`config.mk`:
```
export PLATFORM = sky130hd
export DESIGN_NAME = req_arbiter_8
export DESIGN_NICKNAME = d
export VERILOG_FILES = /design/src/rtl/arb_pkg.sv /design/src/rtl/rr_priority_pick.sv /design/src/rtl/req_arbiter_8.sv
export SDC_FILE = /design/constraint.sdc
export NUM_CORES = 1
export LEC_CHECK = 0
export BUFFER_PORTS_ARGS = -buffer_cell sky130_fd_sc_hd__buf_4
export CORE_MARGIN = 8
export CORE_UTILIZATION = 50
export DETAILED_ROUTE_END_ITERATION = 7
export PLACE_DENSITY = 0.72
export REMOVE_ABC_BUFFERS = 1
export SKIP_LAST_GASP = 1
export SLEW_MARGIN = 20
export SYNTH_ARGS = -nofsm -noshare
export SYNTH_HDL_FRONTEND = slang
export SYNTH_HIERARCHICAL = 1
export SYNTH_SLANG_ARGS = --single-unit
```
`constraint.sdc`:
```
create_clock -name clk -period 4.1 [get_ports clk]
set_input_delay 1.025 -clock clk [delete_from_list [all_inputs] [get_ports clk]]
set_output_delay 1.025 -clock clk [all_outputs]
set_load 0.05 [all_outputs]
```
`src/rtl/arb_pkg.sv`:
```
// Shared constants and state type for the eight-requester arbiter.
`timescale 1ns/1ps
package arb_pkg;

  localparam int N_REQ = 8;
  localparam int ID_W  = 3;

  typedef enum logic {
    ST_IDLE  = 1'b0,
    ST_GRANT = 1'b1
  } state_t;

endpackage

```
`src/rtl/rr_priority_pick.sv`:
```
// Combinational winner pick: rotate req so that bit last_id-1 sits on top,
// take the highest set bit, then rotate the index back.
`timescale 1ns/1ps
module rr_priority_pick
  import arb_pkg::*;
(
  input  logic [N_REQ-1:0] req,
  input  logic [ID_W-1:0]  last_id,
  input  logic             rr_mode,
  output logic [ID_W-1:0]  winner,
  output logic             any
);

  logic [ID_W-1:0]    base;
  logic [2*N_REQ-1:0] doubled;
  logic [N_REQ-1:0]   rotated;
  logic [ID_W-1:0]    pos;

  // Fixed priority is simply a rotation of zero.
  assign base    = rr_mode ? last_id : '0;
  assign doubled = {req, req} >> base;
  assign rotated = doubled[N_REQ-1:0];
  assign any     = |req;

  always_comb begin
    pos = '0;
    for (int j = 0; j < N_REQ; j++) begin
      if (rotated[j]) pos = ID_W'(j);
    end
  end

  assign winner = pos + base;

endmodule

```
`src/rtl/req_arbiter_8.sv`:
```
// Eight-client arbiter: fixed or round-robin pick in IDLE, grant held while
// the owner keeps requesting, optionally revoked after MAX_HOLD cycles.
`timescale 1ns/1ps
module req_arbiter_8
  import arb_pkg::*;
#(
  parameter int  MAX_HOLD = 16,
  localparam int HOLD_W   = (MAX_HOLD < 1) ? 1 : $clog2(MAX_HOLD + 1)
) (
  input  logic             clk,
  input  logic             rst,
  input  logic [N_REQ-1:0] req,
  input  logic             rr_mode,
  output logic [N_REQ-1:0] grant,
  output logic [ID_W-1:0]  grant_id,
  output logic             busy,
  output logic             timeout
);

  localparam logic [HOLD_W-1:0] HOLD_LIMIT = HOLD_W'(MAX_HOLD);

  state_t            state, state_next;
  logic [HOLD_W-1:0] hold, hold_next;
  logic [ID_W-1:0]   last_id, last_id_next;
  logic [ID_W-1:0]   grant_id_next;
  logic [N_REQ-1:0]  grant_next;
  logic              timeout_next;
  logic [ID_W-1:0]   pick_id;
  logic              pick_any;
  logic              owner_req;
  logic              at_limit;

  rr_priority_pick u_pick (
    .req     (req),
    .last_id (last_id),
    .rr_mode (rr_mode),
    .winner  (pick_id),
    .any     (pick_any)
  );

  assign owner_req = req[grant_id];
  assign at_limit  = (MAX_HOLD != 0) && (hold == HOLD_LIMIT);
  assign busy      = (state == ST_GRANT);

  always_ff @(posedge clk or posedge rst) begin
    if (rst) begin
      state    <= ST_IDLE;
      hold     <= '0;
      last_id  <= '0;
      grant    <= '0;
      grant_id <= '0;
      timeout  <= 1'b0;
    end else begin
      state    <= state_next;
      hold     <= hold_next;
      last_id  <= last_id_next;
      grant    <= grant_next;
      grant_id <= grant_id_next;
      timeout  <= timeout_next;
    end
  end

  always_comb begin
    state_next = state;
    case (state)
      ST_IDLE:  if (pick_any) state_next = ST_GRANT;
      ST_GRANT: if (!owner_req || at_limit) state_next = ST_IDLE;
      default:  state_next = ST_IDLE;
    endcase
  end

  // Every release or revoke drops grant for one cycle before any new owner.
  always_comb begin
    hold_next     = hold;
    last_id_next  = last_id;
    grant_id_next = grant_id;
    grant_next    = '0;
    timeout_next  = 1'b0;
    case (state)
      ST_IDLE: begin
        if (pick_any) begin
          hold_next     = HOLD_W'(1);
          last_id_next  = pick_id;
          grant_id_next = pick_id;
          grant_next    = N_REQ'(1) << pick_id;
        end
      end
      ST_GRANT: begin
        if (!owner_req) begin
          hold_next = '0;
        end else if (at_limit) begin
          hold_next    = '0;
          timeout_next = 1'b1;
        end else begin
          grant_next = grant;
          if (hold != '1) hold_next = hold + 1'b1;
        end
      end
      default: begin
        hold_next = '0;
      end
    endcase
  end

endmodule

```
==> impl_results.html <==
<table>
<tr><th>Metric</th><th>Value</th></tr>
<tr><th colspan="2">Worst setup path</th></tr>
<tr><td>Critical path's most frequent cell</td><td>xnor2_1</td></tr>
<tr><td>Capture point of the worst reg-to-reg path</td><td>grant[7]</td></tr>
<tr><td>Instance count on the critical path</td><td>11</td></tr>
<tr><td>Endpoint required time on the critical path</td><td>4280 ps</td></tr>
<tr><td>Nature of the critical path startpoint</td><td>input pin</td></tr>
<tr><td>Critical path start-end classification</td><td>in2reg</td></tr>
<tr><td>Bufs and invs on worst path</td><td>1</td></tr>
<tr><td>Largest fanout on the critical path</td><td>11</td></tr>
<tr><td>Origin of the worst setup path</td><td>rr_mode</td></tr>
<tr><td>Minimum setup slack among reg-to-reg paths</td><td>520 ps</td></tr>
<tr><td>Crit path DAT</td><td>3780 ps</td></tr>
<tr><td>Crit-path slowest cell</td><td>mux4_1</td></tr>
<tr><td>Longest individual stage delay on the worst path</td><td>670 ps</td></tr>
<tr><td>Crit path max-delay family</td><td>multiplexers</td></tr>
<tr><td>Sequence of cells on the critical path</td><td>buf_4, nand2_4, mux4_1, a211oi_2, o21ai_1, and3b_1, fa_1, xnor2_1, xnor2_1, and3_1, a32o_1</td></tr>
<tr><td>Type of destination of the critical path</td><td>register</td></tr>
<tr><td>FF-to-FF Start</td><td>last_id[0]</td></tr>
<tr><td>Cell count of the worst reg-to-reg path</td><td>11</td></tr>
<tr><td>Destination of the critical timing path</td><td>grant[7]</td></tr>
<tr><th colspan="2">Synth</th></tr>
<tr><td>Post-synthesis share of cell area spent on and, or, nand and nor gates</td><td>20.6%</td></tr>
<tr><td>Xor/xnor share of the synthesized area</td><td>1.11%</td></tr>
<tr><td>Cell taking the most area after synthesis</td><td>dfrtp_1</td></tr>
<tr><td>Number of distinct library cells after synthesis</td><td>58</td></tr>
<tr><td>Mux contribution to synthesized area</td><td>18.1%</td></tr>
<tr><td>Complex-gate fraction of the synthesized area</td><td>21.9%</td></tr>
<tr><td>Main flop type after synthesis</td><td>dfrtp_1</td></tr>
<tr><td>Post-synth ARST share</td><td>100%</td></tr>
<tr><td>Synthesis Warnings</td><td>6</td></tr>
<tr><td>Total standard cell area after synthesis</td><td>1580 um2</td></tr>
<tr><td>Avg Synthesized Cell Area</td><td>10.5 um2</td></tr>
<tr><td>Sequential area share after synthesis</td><td>28.5%</td></tr>
<tr><td>Most area-consuming cells after synthesis</td><td>dfrtp_1, mux2_2, a22o_1</td></tr>
<tr><td>Cells after Synth</td><td>150</td></tr>
<tr><td>Flip-flop and latch count after synthesis</td><td>18</td></tr>
<tr><td>Combinational family with the most area after synthesis</td><td>compound AO/OA/AOI/OAI gates</td></tr>
<tr><td>Top cell type's share of synthesized area</td><td>28.5%</td></tr>
<tr><td>Count of flip-flops with a built-in enable after synthesis</td><td>0</td></tr>
<tr><td>Adder and majority cell fraction of the synthesized area</td><td>3.65%</td></tr>
<tr><th colspan="2">Pwr</th></tr>
<tr><td>Fraction of power consumed by sequential logic</td><td>25.3%</td></tr>
<tr><td>Switching part of the total power</td><td>51.6%</td></tr>
<tr><td>Combinational fraction of design power</td><td>68.6%</td></tr>
<tr><td>Static leakage</td><td>0.000833 uW</td></tr>
<tr><td>Pint</td><td>667 uW</td></tr>
<tr><td>Peak supply drop</td><td>0.633 mV</td></tr>
<tr><td>Part of the power in the clock network</td><td>6.0%</td></tr>
<tr><td>Switch Pwr</td><td>711 uW</td></tr>
<tr><td>Power density over the cells</td><td>781 nW/um2</td></tr>
<tr><th colspan="2">CTS</th></tr>
<tr><td>CTS tree</td><td>done</td></tr>
<tr><td>Number of hold-repair buffers added at the cts stage</td><td>0</td></tr>
<tr><td>Num CTS Buffers</td><td>3</td></tr>
<tr><td>H-tree level count</td><td>1</td></tr>
<tr><td>Clock buffer depth</td><td>2</td></tr>
<tr><td># Post-CTS Setup Buffers</td><td>0</td></tr>
<tr><td>Clock latency at the later pin of the worst-skew pair</td><td>290 ps</td></tr>
<tr><td>CTS root buffer</td><td>clkbuf_4</td></tr>
<tr><td>Clk sink count</td><td>18</td></tr>
<tr><td>Post_cts resized</td><td>0</td></tr>
<tr><td>Clock-pin slew on the worst setup and hold paths</td><td>90 ps</td></tr>
<tr><th colspan="2">Routing</th></tr>
<tr><td>Via-per-instance ratio</td><td>6.23</td></tr>
<tr><td>Routed Wire Length</td><td>3640 um</td></tr>
<tr><td>Count of TritonRoute iterations in the first routing pass</td><td>4</td></tr>
<tr><td>Vias after detailed routing</td><td>1,326</td></tr>
<tr><td>Count of antenna-violating nets left after detailed routing</td><td>0</td></tr>
<tr><td>Number of DRC violations after detailed-routing iteration 0</td><td>166</td></tr>
<tr><td>Average wire length per cell after detail routing</td><td>17.1 um</td></tr>
<tr><td>Post-route DRC violation count</td><td>0</td></tr>
<tr><th colspan="2">Global routing</th></tr>
<tr><td>Overall fraction of global-route tracks in use</td><td>13.7%</td></tr>
<tr><td>First-pass GRT wire length</td><td>5980 um</td></tr>
<tr><td>Total overflow reported by the global router</td><td>0</td></tr>
<tr><td>Pin count of the biggest net entering global routing</td><td>19</td></tr>
<tr><td>Number of global-route vias before repair</td><td>1,311</td></tr>
<tr><td>Antenna violations before repair</td><td>0</td></tr>
<tr><th colspan="2">Place</th></tr>
<tr><td>DPL Wire Length</td><td>2760 um</td></tr>
<tr><td>PortBufs</td><td>23</td></tr>
<tr><td>GPL Wtd Cong</td><td>0.883</td></tr>
<tr><td>Worst setup slack after placement</td><td>201 ps</td></tr>
<tr><th colspan="2">Die</th></tr>
<tr><td>Die Y-Extent</td><td>72.2 um</td></tr>
<tr><td># IOs</td><td>24</td></tr>
<tr><td>Die extent in x</td><td>72.2 um</td></tr>
<tr><td>Initial cell density of the core</td><td>52.1%</td></tr>
<tr><td>Core footprint</td><td>3030 um2</td></tr>
<tr><td># rows</td><td>20</td></tr>
<tr><td>Die Footprint</td><td>5210 um2</td></tr>
<tr><th colspan="2">Timing</th></tr>
<tr><td>Measured slew at the worst slew-check pin</td><td>708 ps</td></tr>
<tr><td>Final hold slack</td><td>509 ps</td></tr>
<tr><td>Post-route minimum period</td><td>3600 ps</td></tr>
<tr><td>Final hold vios</td><td>0</td></tr>
<tr><td>Relative slew margins</td><td>52.8%</td></tr>
<tr><td>Final worst-path cycle share</td><td>87.7%</td></tr>
<tr><td>Endpoints failing setup</td><td>0</td></tr>
<tr><td>Maximum frequency from static timing analysis</td><td>278 MHz</td></tr>
<tr><td>Setup TNS</td><td>0 ps</td></tr>
<tr><td>Fin worst setup slack</td><td>504 ps</td></tr>
<tr><td>Final number of max-transition violations</td><td>0</td></tr>
<tr><td>RSZ-0062 raised after global routing</td><td>no</td></tr>
<tr><td>Fin Clk Skew</td><td>2.77 ps</td></tr>
<tr><th colspan="2">Cells and area</th></tr>
<tr><td>Fill count</td><td>280</td></tr>
<tr><td>Number of nets at the end of the flow</td><td>186</td></tr>
<tr><td>Antenna diodes</td><td>0</td></tr>
<tr><td>Fraction of final layout cells with drive strength greater than 1</td><td>30.2%</td></tr>
<tr><td>Area growth from synthesis to final layout</td><td>11.9%</td></tr>
<tr><th colspan="2">Outcome</th></tr>
<tr><td>Status</td><td>complete, no violations</td></tr>
<tr><th colspan="2">Run</th></tr>
<tr><td>Total of max-cap violations</td><td>0</td></tr>
<tr><th colspan="2">Worst hold path</th></tr>
<tr><td>Worst hold path type</td><td>reg2reg</td></tr>
</table>
## layout make-up
| type | instances | area, um2 | share of cell area [%] |
|---|---|---|---|
| clock buffers | 3 | 22.5 | 1.28 |
| inverters | 9 | 33.8 | 1.91 |
| multi-input cells | 116 | 1030 | 58.4 |
| flip-flops and latches | 18 | 450 | 25.5 |
| well taps | 44 | 55.1 | 3.12 |
| repair buffers | 23 | 173 | 9.78 |
## flip-flops by register name, summed over array words and instances, names as in the netlist
signal and cells:
timeout 1, busy 1, grant 8, last_id 3, hold 5
## power groups by stage
stage	registers, uW	clock network, uW	logic, uW
6_report	349	83.3	946
5_1_grt	361	90.3	1020
4_1_cts	347	84.8	948
3_5_place_dp	350	0	945
3_3_place_gp	346	0	930
2_1_floorplan	497	0	567
## routing by layer
layer	vias to the layer above	GRT usage [%]	share of wire, %
li1	630	-	-
met1	641	17.8	47
met2	51	21.9	45
met3	4	2.75	6.6
met4	0	4.76	0.80
met5	-	0	0
## worst min path at each step
| stage | startpoint | cells after the start | slack [ps] | to |
|---|---|---|---|---|
| after global routing | grant[7] | 1 | 530 | grant[7] |
| after global placement | grant[7] | 1 | 480 | grant[7] |
| final | grant[7] | 1 | 510 | grant[7] |
| after CTS | grant[7] | 1 | 510 | grant[7] |
| after detailed placement | grant[1] | 1 | 490 | grant[1] |
| after floorplan | hold[4] | 1 | 500 | hold[4] |
## kinds of logic (layout without fill, tap and decap cells)
logic type / Yosys count / count (layout)
AOI/OAI and AO/OA: 39 / 39
adders and majority gates: 4 / 4
and+or+nand+nor: 52 / 52
muxes: 19 / 19
DFF: 18 / 18
xor gates and xnor gates: 2 / 2
buffers and inverters: 16 / 35
## cell usage after synthesis, types with 2 or more instances
cell	n
a21o_1	3
a21oi_1	3
a22o_1	7
a32o_1	3
a32o_2	2
a41o_1	2
and3_1	2
and3b_1	3
buf_6	4
dfrtp_1	18
ha_1	3
inv_1	9
mux2_2	6
mux2i_1	6
mux2i_4	2
mux4_1	2
mux4_2	2
nand2_1	6
nand2b_1	2
nand3_1	5
nand4_1	2
nand4bb_1	2
nor2_1	9
nor2b_1	2
nor3_1	3
nor3b_1	2
nor4_1	3
o2111ai_1	2
o31a_1	2
o32ai_1	4
xnor2_1	2
## layout by cell type (no fill, tap or decap), types with 3 or more instances in the layout
master and count:
buf_4 23, dfrtp_1 18, inv_1 9, nor2_1 9
a22o_1 7, mux2i_1 6, nand2_1 6, mux2_2 6
nand3_1 5, o32ai_1 4, a21oi_1 3, a32o_1 3
a21o_1 3, nor3_1 3, ha_1 3, clkbuf_4 3
and3b_1 3, nor4_1 3
## through the flow
stage / cells / total power [uW] / instance area (um2) / util [%]
after global routing: 213 / 1470 / 1770 / 58.3
after CTS: 213 / 1380 / 1770 / 58.3
after detailed placement: 210 / 1290 / 1740 / 57.6
after global placement: 210 / 1280 / 1740 / 57.6
after floorplan: 143 / 1060 / 1520 / -
final: 213 / 1380 / 1770 / 58.3
(Power assumes the default switching activity.)
